**src/rtl/round_key_server.sv**
```systemverilog
// rtl/round_key_server.sv - AES round-key store with forward/reverse streaming responder
module round_key_server #(
    parameter int regSize    = 32,
    parameter int vecSize    = 4,
    parameter int NUM_ROUNDS = 10
) (
    input  logic                             clk,
    input  logic                             rst,
    input  logic                             wr_en,
    input  logic [3:0]                       wr_idx,
    input  logic [vecSize-1:0][regSize-1:0]  wr_key,
    input  logic                             start,
    input  logic                             dir,
    input  logic                             key_ready,
    output logic                             key_valid,
    output logic [vecSize-1:0][regSize-1:0]  round_key,
    output logic [3:0]                       round_idx,
    output logic                             last,
    output logic                             busy,
    output logic                             done,
    output logic                             err
);

    localparam logic [3:0] LAST_IDX = 4'(NUM_ROUNDS);

    typedef enum logic [1:0] {
        IDLE  = 2'd0,
        SERVE = 2'd1,
        DONE  = 2'd2
    } state_t;

    state_t                          state, state_nxt;
    logic [3:0]                      ptr, ptr_nxt;
    logic                            dir_q, dir_nxt;
    logic [NUM_ROUNDS:0]             loaded, loaded_nxt;
    logic                            err_q, err_nxt;
    logic [vecSize-1:0][regSize-1:0] keys [0:NUM_ROUNDS];
    logic                            wr_ok;
    logic [3:0]                      end_idx;

    assign wr_ok   = wr_en && (state == IDLE) && (wr_idx <= LAST_IDX);
    assign end_idx = dir_q ? 4'd0 : LAST_IDX;

    // Start is judged against the mask as it stood before any same-cycle write.
    always_comb begin
        state_nxt  = state;
        ptr_nxt    = ptr;
        dir_nxt    = dir_q;
        loaded_nxt = loaded;
        err_nxt    = 1'b0;
        if (wr_en && ((state != IDLE) || (wr_idx > LAST_IDX)))
            err_nxt = 1'b1;
        if (wr_ok)
            loaded_nxt[wr_idx] = 1'b1;
        case (state)
            IDLE: begin
                if (start) begin
                    if (&loaded) begin
                        state_nxt = SERVE;
                        dir_nxt   = dir;
                        ptr_nxt   = dir ? LAST_IDX : 4'd0;
                    end else begin
                        err_nxt = 1'b1;
                    end
                end
            end
            SERVE: begin
                if (key_ready) begin
                    if (ptr == end_idx)
                        state_nxt = DONE;
                    else
                        ptr_nxt = dir_q ? ptr - 4'd1 : ptr + 4'd1;
                end
            end
            DONE:    state_nxt = IDLE;
            default: state_nxt = IDLE;
        endcase
    end

    always_ff @(posedge clk or posedge rst) begin
        if (rst) begin
            state  <= IDLE;
            ptr    <= 4'd0;
            dir_q  <= 1'b0;
            loaded <= '0;
            err_q  <= 1'b0;
        end else begin
            state  <= state_nxt;
            ptr    <= ptr_nxt;
            dir_q  <= dir_nxt;
            loaded <= loaded_nxt;
            err_q  <= err_nxt;
        end
    end

    // Contents need no reset: the cleared loaded mask blocks serving until rewritten.
    always_ff @(posedge clk) begin
        if (wr_ok)
            keys[wr_idx] <= wr_key;
    end

    assign key_valid = (state == SERVE);
    assign round_key = key_valid ? keys[ptr] : '0;
    assign round_idx = key_valid ? ptr : 4'd0;
    assign last      = key_valid && (ptr == end_idx);
    assign busy      = (state != IDLE);
    assign done      = (state == DONE);
    assign err       = err_q;

endmodule

```
**config.mk**
```make
export PLATFORM = sky130hd
export DESIGN_NAME = round_key_server
export DESIGN_NICKNAME = d
export VERILOG_FILES = /design/src/rtl/round_key_server.sv
export SDC_FILE = /design/constraint.sdc
export NUM_CORES = 1
export LEC_CHECK = 0
export BUFFER_PORTS_ARGS = -buffer_cell sky130_fd_sc_hd__buf_2
export CORE_UTILIZATION = 45
export CTS_CLUSTER_DIAMETER = 120
export DETAILED_ROUTE_END_ITERATION = 8
export HOLD_SLACK_MARGIN = 0.08
export SLEW_MARGIN = 20
export SYNTH_ARGS = -nofsm -noshare
export SYNTH_HDL_FRONTEND = slang
export SYNTH_SLANG_ARGS = --single-unit
```
**constraint.sdc**
```tcl
create_clock -name clk -period 13.18 [get_ports clk]
set_input_delay 2.636 -clock clk [delete_from_list [all_inputs] [get_ports clk]]
set_output_delay 2.636 -clock clk [all_outputs]
set_load 0.01 [all_outputs]
```
==> flow_metrics.py, run 1 <==
metrics = {
    "placed_design": {
        "dp_cells": 4472,
        "dpl.hpwl_um": 62000,
        "portBuffers": 274,
        "dpl_cell_area_mm2": 0.0581,
        "place.gp.congestion": 0.739,
    },
    "setup_path": {
        "crit_top_cell": "a211oi_1",
        "slowest_stage": "buf_4",
        "crit_type": "reg2out",
        "crit_family": "buffers and inverters",
        "cp.required_ns": 10.54,
        "cp-start-kind": "flop",
        "worst-path-buf-inv": 3,
        "critical-path-max-stage-delay_ns": 0.89,
        "endpoint_kind": "primary output",
        "path_max_fanout": 181,
        "cp_cell_sequence": "buf_12 > buf_4 > mux4_2 > nor2b_1 > a211oi_1 > a211oi_1 > buf_2",
        "arrival_ns": 4.69,
    },
    "clock_tree": {
        "htree_levels": 4,
        "cts_buffer_depth": 3,
        "cts_tree": "done",
        "clkLatencyLatePin_ns": 0.76,
        "cts_resized": 0,
        "clock_sinks": 1427,
        "clk_pin_slew_worst_paths_ns": 0.06,
        "cts_buffers": 150,
        "cts_root_buf": "clkbuf_16",
        "cts_setup_buffers": 0,
        "cts_hold_buf": 0,
    },
    "worst_hold_path": {
        "hold_class": "reg2reg",
    },
    "floorplanning": {
        "die_area_mm2": 0.124,
        "fp-row-count": 127,
        "coreArea_mm2": 0.121,
        "initial_core_util_pct": 45.6,
        "die_x_um": 352,
        "die_y_um": 352,
        "io_pins": 275,
    },
    "timing": {
        "fin_crit_ns": 7.32,
        "grt_setup_unrepaired": "false",
        "fin_crit_sh_pct": 55.6,
        "slew_violations": 0,
        "setup_viol": 0,
        "skew_ns": 0.0243,
        "worst_pin_slew_ns": 1.13,
        "finalHoldViolations": 0,
        "fmax_mhz": 137,
        "slew_headroom_pct": 24.4,
        "tns_ns": 0,
    },
    "final_layout": {
        "fillers": 9484,
        "area_growth_pct": 14.0,
        "regArea_mm2": 0.0428,
        "drive_gt1_share_pct": 25.9,
        "mostFrequentLayoutCells": "edfxtp_1 (1408), buf_2 (274), mux4_2 (256), a211oi_1 (256), clkbuf_16 (153)",
        "multiInputGateArea_mm2": 0.0115,
        "final_common_cell": "edfxtp_1",
        "layout.cells.non_filler": 4756,
        "final_cell_area_mm2": 0.0628,
        "final_net_count": 3155,
    },
    "routing": {
        "wire_per_inst_um": 26.2,
        "routed_wl_um": 125000,
        "drc": 0,
        "drt_iter0_drc": 2166,
        "vias": 27116,
        "dr.pass1.iters": 5,
        "vias_per_cell": 5.70,
        "final_antenna_net_count": 0,
    },
    "logic_synthesis": {
        "syn_avg_cell_area_um2": 20.3,
        "synth.distinct_cells": 44,
        "ys_warn_count": 0,
        "synth_fp_nets": 2850,
        "yosysSeqAreaShare_pct": 77.7,
        "synthArstFlopShare_pct": 1.33,
        "yosys_register_bits": 1427,
        "syn_area_mm2": 0.0550,
        "synth-edff-count": 1408,
        "ys.flop_type": "edfxtp_1",
        "syn_inst": 2708,
    },
    "grt": {
        "antenna_found_initial": 29,
        "grt_pass1_wl_um": 183000,
        "grt_max_degree": 182,
        "gr-total-overflow": 0,
        "track_usage_pct": 20.4,
        "grt_pass1_vias": 27670,
    },
    "power_and_ir_drop": {
        "p_per_area_mw_per_mm2": 189,
        "p_leak_nw": 20.3,
        "ir_drop_mv": 0.160,
    },
    "flow_run": {
        "max_cap_violations": 0,
    },
    "status": {
        "outcome": "finished, final reports clean",
    },
}
-- layout make-up --
cell class / instances / area share [%]
antenna: 9 / 0.0359
multi-input combinational: 1101 / 18.3
sequential: 1427 / 68.1
tap: 1612 / 3.21
clock inverter: 80 / 1.00
inverter: 7 / 0.0419
clock buffer: 194 / 6.34
timing repair buffer: 326 / 2.92
-- power breakdown --
| part | switching (mW) | internal, mW |
|---|---|---|
| logic | 1.49 | 1.20 |
| registers | 0.133 | 5.08 |
| clock network | 1.71 | 2.23 |
-- path summary, 6_finish.rpt --
kind / from / endpoint / slack (ns) / depth (start not counted)
setup / recovery: ptr[1] / round_key[90] / 5.86 / 7
max in group asynchronous: rst / ptr[1] / 10.44 / 2
min in group asynchronous: rst / loaded[10] / 2.12 / 2
setup reg to reg: state[0] / state[0] / 9.22 / 7
hold / removal: loaded[2] / loaded[2] / 0.47 / 1
hold reg to reg: loaded[2] / loaded[2] / 0.47 / 1
-- synth_stat cells, types with 2 or more instances --
cell type,instances,share of area [%]
buf_6,15,0.31
clkbuf_1,106,0.72
nand3b_1,2,0.027
a211oi_1,256,3.5
buf_1,8,0.055
nand2_1,2,0.014
nand4_1,2,0.023
inv_1,7,0.048
nand2b_1,3,0.034
o21ai_0,3,0.027
nor3_1,6,0.055
buf_4,15,0.20
ha_1,3,0.068
buf_2,29,0.26
nor3b_1,3,0.041
edfxtp_1,1408,77
mux2i_1,129,2.3
nand3_1,5,0.045
nor2_1,138,0.94
and2_1,4,0.045
or2_2,11,0.13
mux4_2,256,10
dfrtp_1,19,0.86
a21oi_1,131,1.2
nor2b_1,128,1.5
-- flip-flops by register name, summed over array words and instances (netlist names) --
name    count
dir_q       1
err         1
keys     1408
loaded     11
ptr         4
state       2
-- through the flow --
step | setup slack, ns | hold WS (ns) | util, % | power, mW
3_3_place_gp | 6.26 | 0.451 | 48.2 | 8.00
2_1_floorplan | 0.406 | 0.439 | - | 7.38
5_1_grt | 5.61 | 0.487 | 52.0 | 12.4
3_5_place_dp | 6.21 | 0.453 | 48.2 | 8.04
4_1_cts | 5.37 | 0.466 | 52.0 | 12.0
6_report | 5.86 | 0.468 | 52.0 | 11.9
-- per-layer routing --
layer,GRT usage (%),wire length [um]
met5,0,241
met4,5.43,2380
met3,4.12,7620
met2,33.2,61100
met1,28.1,53400
-- cells by family after synthesis --
family                   synth area share (%)
adder cells (fa/ha/maj)                 0.105
flip-flops                               77.7
AO/OA/AOI/OAI                            4.82
AND/OR/NAND/NOR                          2.92
buffers and inverters                    1.60
XOR/XNOR                               0.0318
multiplexers                             12.8
(Power assumes the default switching activity.)
==> run 2, diff against run 1 <==
- clock period: 13.18 -> 7.4 ns (I/O delays scaled with it)
==> run 2 against run 1 <==
  * Power grew 79%
  * First-iteration DRC count grew 4.0%
  * Clock-buffer cell count shrank 2
  * Clock power grew 81%
  * Setup slack lost 3.8 ns
  * Worst hold slack lost 0.0010 ns
  * Core utilization grew 0.16 points
  * Register-to-register slack lost 5.1 ns
  * Via count shrank 0.70%
  * Global-route usage grew 0.098 points
==> flow_metrics.py, run 2 (synthesis results as in run 1) <==
metrics = {
    "status": {
        "outcome": "finished, final reports clean",
    },
    "setup_path": {
        "arrival_ns": 3.84,
        "endpoint_kind": "primary output",
        "path_max_fanout": 158,
        "reg2regPathDepth": 5,
        "crit_type": "reg2out",
        "cp.required_ns": 5.92,
        "cp-start-kind": "flop",
    },
    "flow_run": {
        "max_cap_violations": 0,
    },
    "clock_tree": {
        "cts_setup_buffers": 0,
        "cts_resized": 0,
        "cts_hold_buf": 0,
        "cts_tree": "done",
        "cts_buffer_depth": 3,
        "htree_levels": 4,
        "clkLatencyLatePin_ns": 0.74,
        "clk_pin_slew_worst_paths_ns": 0.05,
        "cts_buffers": 150,
        "cts_root_buf": "clkbuf_16",
        "clock_sinks": 1427,
    },
    "final_layout": {
        "multiInputGateArea_mm2": 0.0115,
        "top_register": "keys",
        "layout_top_registers": "keys x1408, loaded x11, ptr x4",
        "drive_gt1_share_pct": 25.7,
        "layout.cells.non_filler": 4744,
        "area_growth_pct": 14.4,
        "mostFrequentLayoutCells": "edfxtp_1 (1408), buf_2 (274), mux4_2 (256), a211oi_1 (256), clkbuf_16 (155)",
        "final_cell_area_mm2": 0.0630,
        "largest_reg_flops": 1408,
        "regArea_mm2": 0.0428,
        "final_util_pct": 52.2,
        "fillers": 9429,
        "final_common_cell": "edfxtp_1",
        "final_net_count": 3146,
    },
    "power_and_ir_drop": {
        "p_per_area_mw_per_mm2": 337,
        "p_leak_nw": 20.3,
        "ir_drop_mv": 0.270,
    },
    "grt": {
        "grt_pass1_vias": 27850,
        "grt_pass1_wl_um": 184000,
        "gr-total-overflow": 0,
        "grt_max_degree": 159,
        "track_usage_pct": 20.5,
        "antenna_found_initial": 25,
    },
    "floorplanning": {
        "fp-row-count": 127,
        "die_area_mm2": 0.124,
        "coreArea_mm2": 0.121,
        "die_x_um": 352,
        "die_y_um": 352,
        "io_pins": 275,
        "initial_core_util_pct": 45.6,
    },
    "routing": {
        "final_antenna_net_count": 0,
        "vias": 26925,
        "drt_iter0_drc": 2252,
        "drc": 0,
        "routed_wl_um": 125000,
        "dr.pass1.iters": 5,
        "wire_per_inst_um": 26.4,
        "vias_per_cell": 5.68,
    },
    "placed_design": {
        "dpl.hpwl_um": 59600,
        "dp_cells": 4464,
        "dp_slack_ns": 2.90,
        "dpl_cell_area_mm2": 0.0582,
        "place.gp.congestion": 0.715,
        "portBuffers": 274,
    },
    "worst_hold_path": {
        "min_path_cells": 1,
        "hold_class": "reg2reg",
    },
    "timing": {
        "setup_slack_ns": 2.08,
        "slew_violations": 0,
        "finalHoldViolations": 0,
        "fin_crit_sh_pct": 71.9,
        "setup_viol": 0,
        "skew_ns": 0.0234,
        "grt_setup_unrepaired": "false",
        "slew_headroom_pct": 21.1,
        "fmax_mhz": 188,
        "whs_ns": 0.467,
        "fin_crit_ns": 5.32,
        "worst_pin_slew_ns": 1.18,
    },
}
## run 2: cell types whose count changed in the layout (fill, tap and decap cells not counted), sizes merged
cell | before | now
clkbuf | 194 | 192
diode | 9 | 11
bufinv | 4 | 10
clkinv | 66 | 58
inv | 15 | 14
buf | 326 | 317
## run 2: critical path, stage by stage (launching register included)
cell and delay (ns):
dfrtp_4 0.84, buf_12 0.45, mux4_2 0.37, nor2b_1 0.14
a211oi_1 0.06, a211oi_1 0.54, buf_2 0.24
## run 2: cell type report
type	count	share of cell area, %
Timing Repair Buffer	317	3.05
Inverter	7	0.0417
Sequential cell	1427	67.9
Tap cell	1612	3.20
Antenna cell	11	0.0437
Multi-Input combinational cell	1101	18.3
Clock buffer	192	6.40
Clock inverter	77	1.04
## run 2: per-layer routing
metal | up-vias | track usage [%] | share of wire (%)
met5 | - | 0 | 0.14
met4 | 26 | 5.39 | 2.0
met3 | 191 | 4.94 | 6.2
met2 | 709 | 32.9 | 48
met1 | 14201 | 28.1 | 43
li1 | 11798 | - | -
## run 2: path summary, 6_finish.rpt
path / slack [ns] / startpoint / endpoint
worst max-delay path: 2.08 / ptr[1] / round_key[61]
worst min-delay path: 0.47 / loaded[8] / loaded[8]
worst max register to register: 4.14 / state[0] / keys[10][9]
worst min register to register: 0.47 / loaded[8] / loaded[8]
max in group asynchronous: 5.94 / rst / ptr[3]
min in group asynchronous: 0.89 / rst / err
## run 2: report_power, final
part           switching, mW  internal (mW)  leakage, nW
combinational           2.64           2.15         5.11
clock                   2.96           4.19         2.29
sequential             0.248           9.05         12.9
## run 2: metrics by stage
| stage | TNS (ns) | total power, mW |
|---|---|---|
| 3_5_place_dp | 0 | 14.3 |
| 5_1_grt | 0 | 22.2 |
| 4_1_cts | 0 | 21.5 |
| 6_report | 0 | 21.2 |
| 2_1_floorplan | -264.60 | 13.1 |
| 3_3_place_gp | 0 | 14.3 |
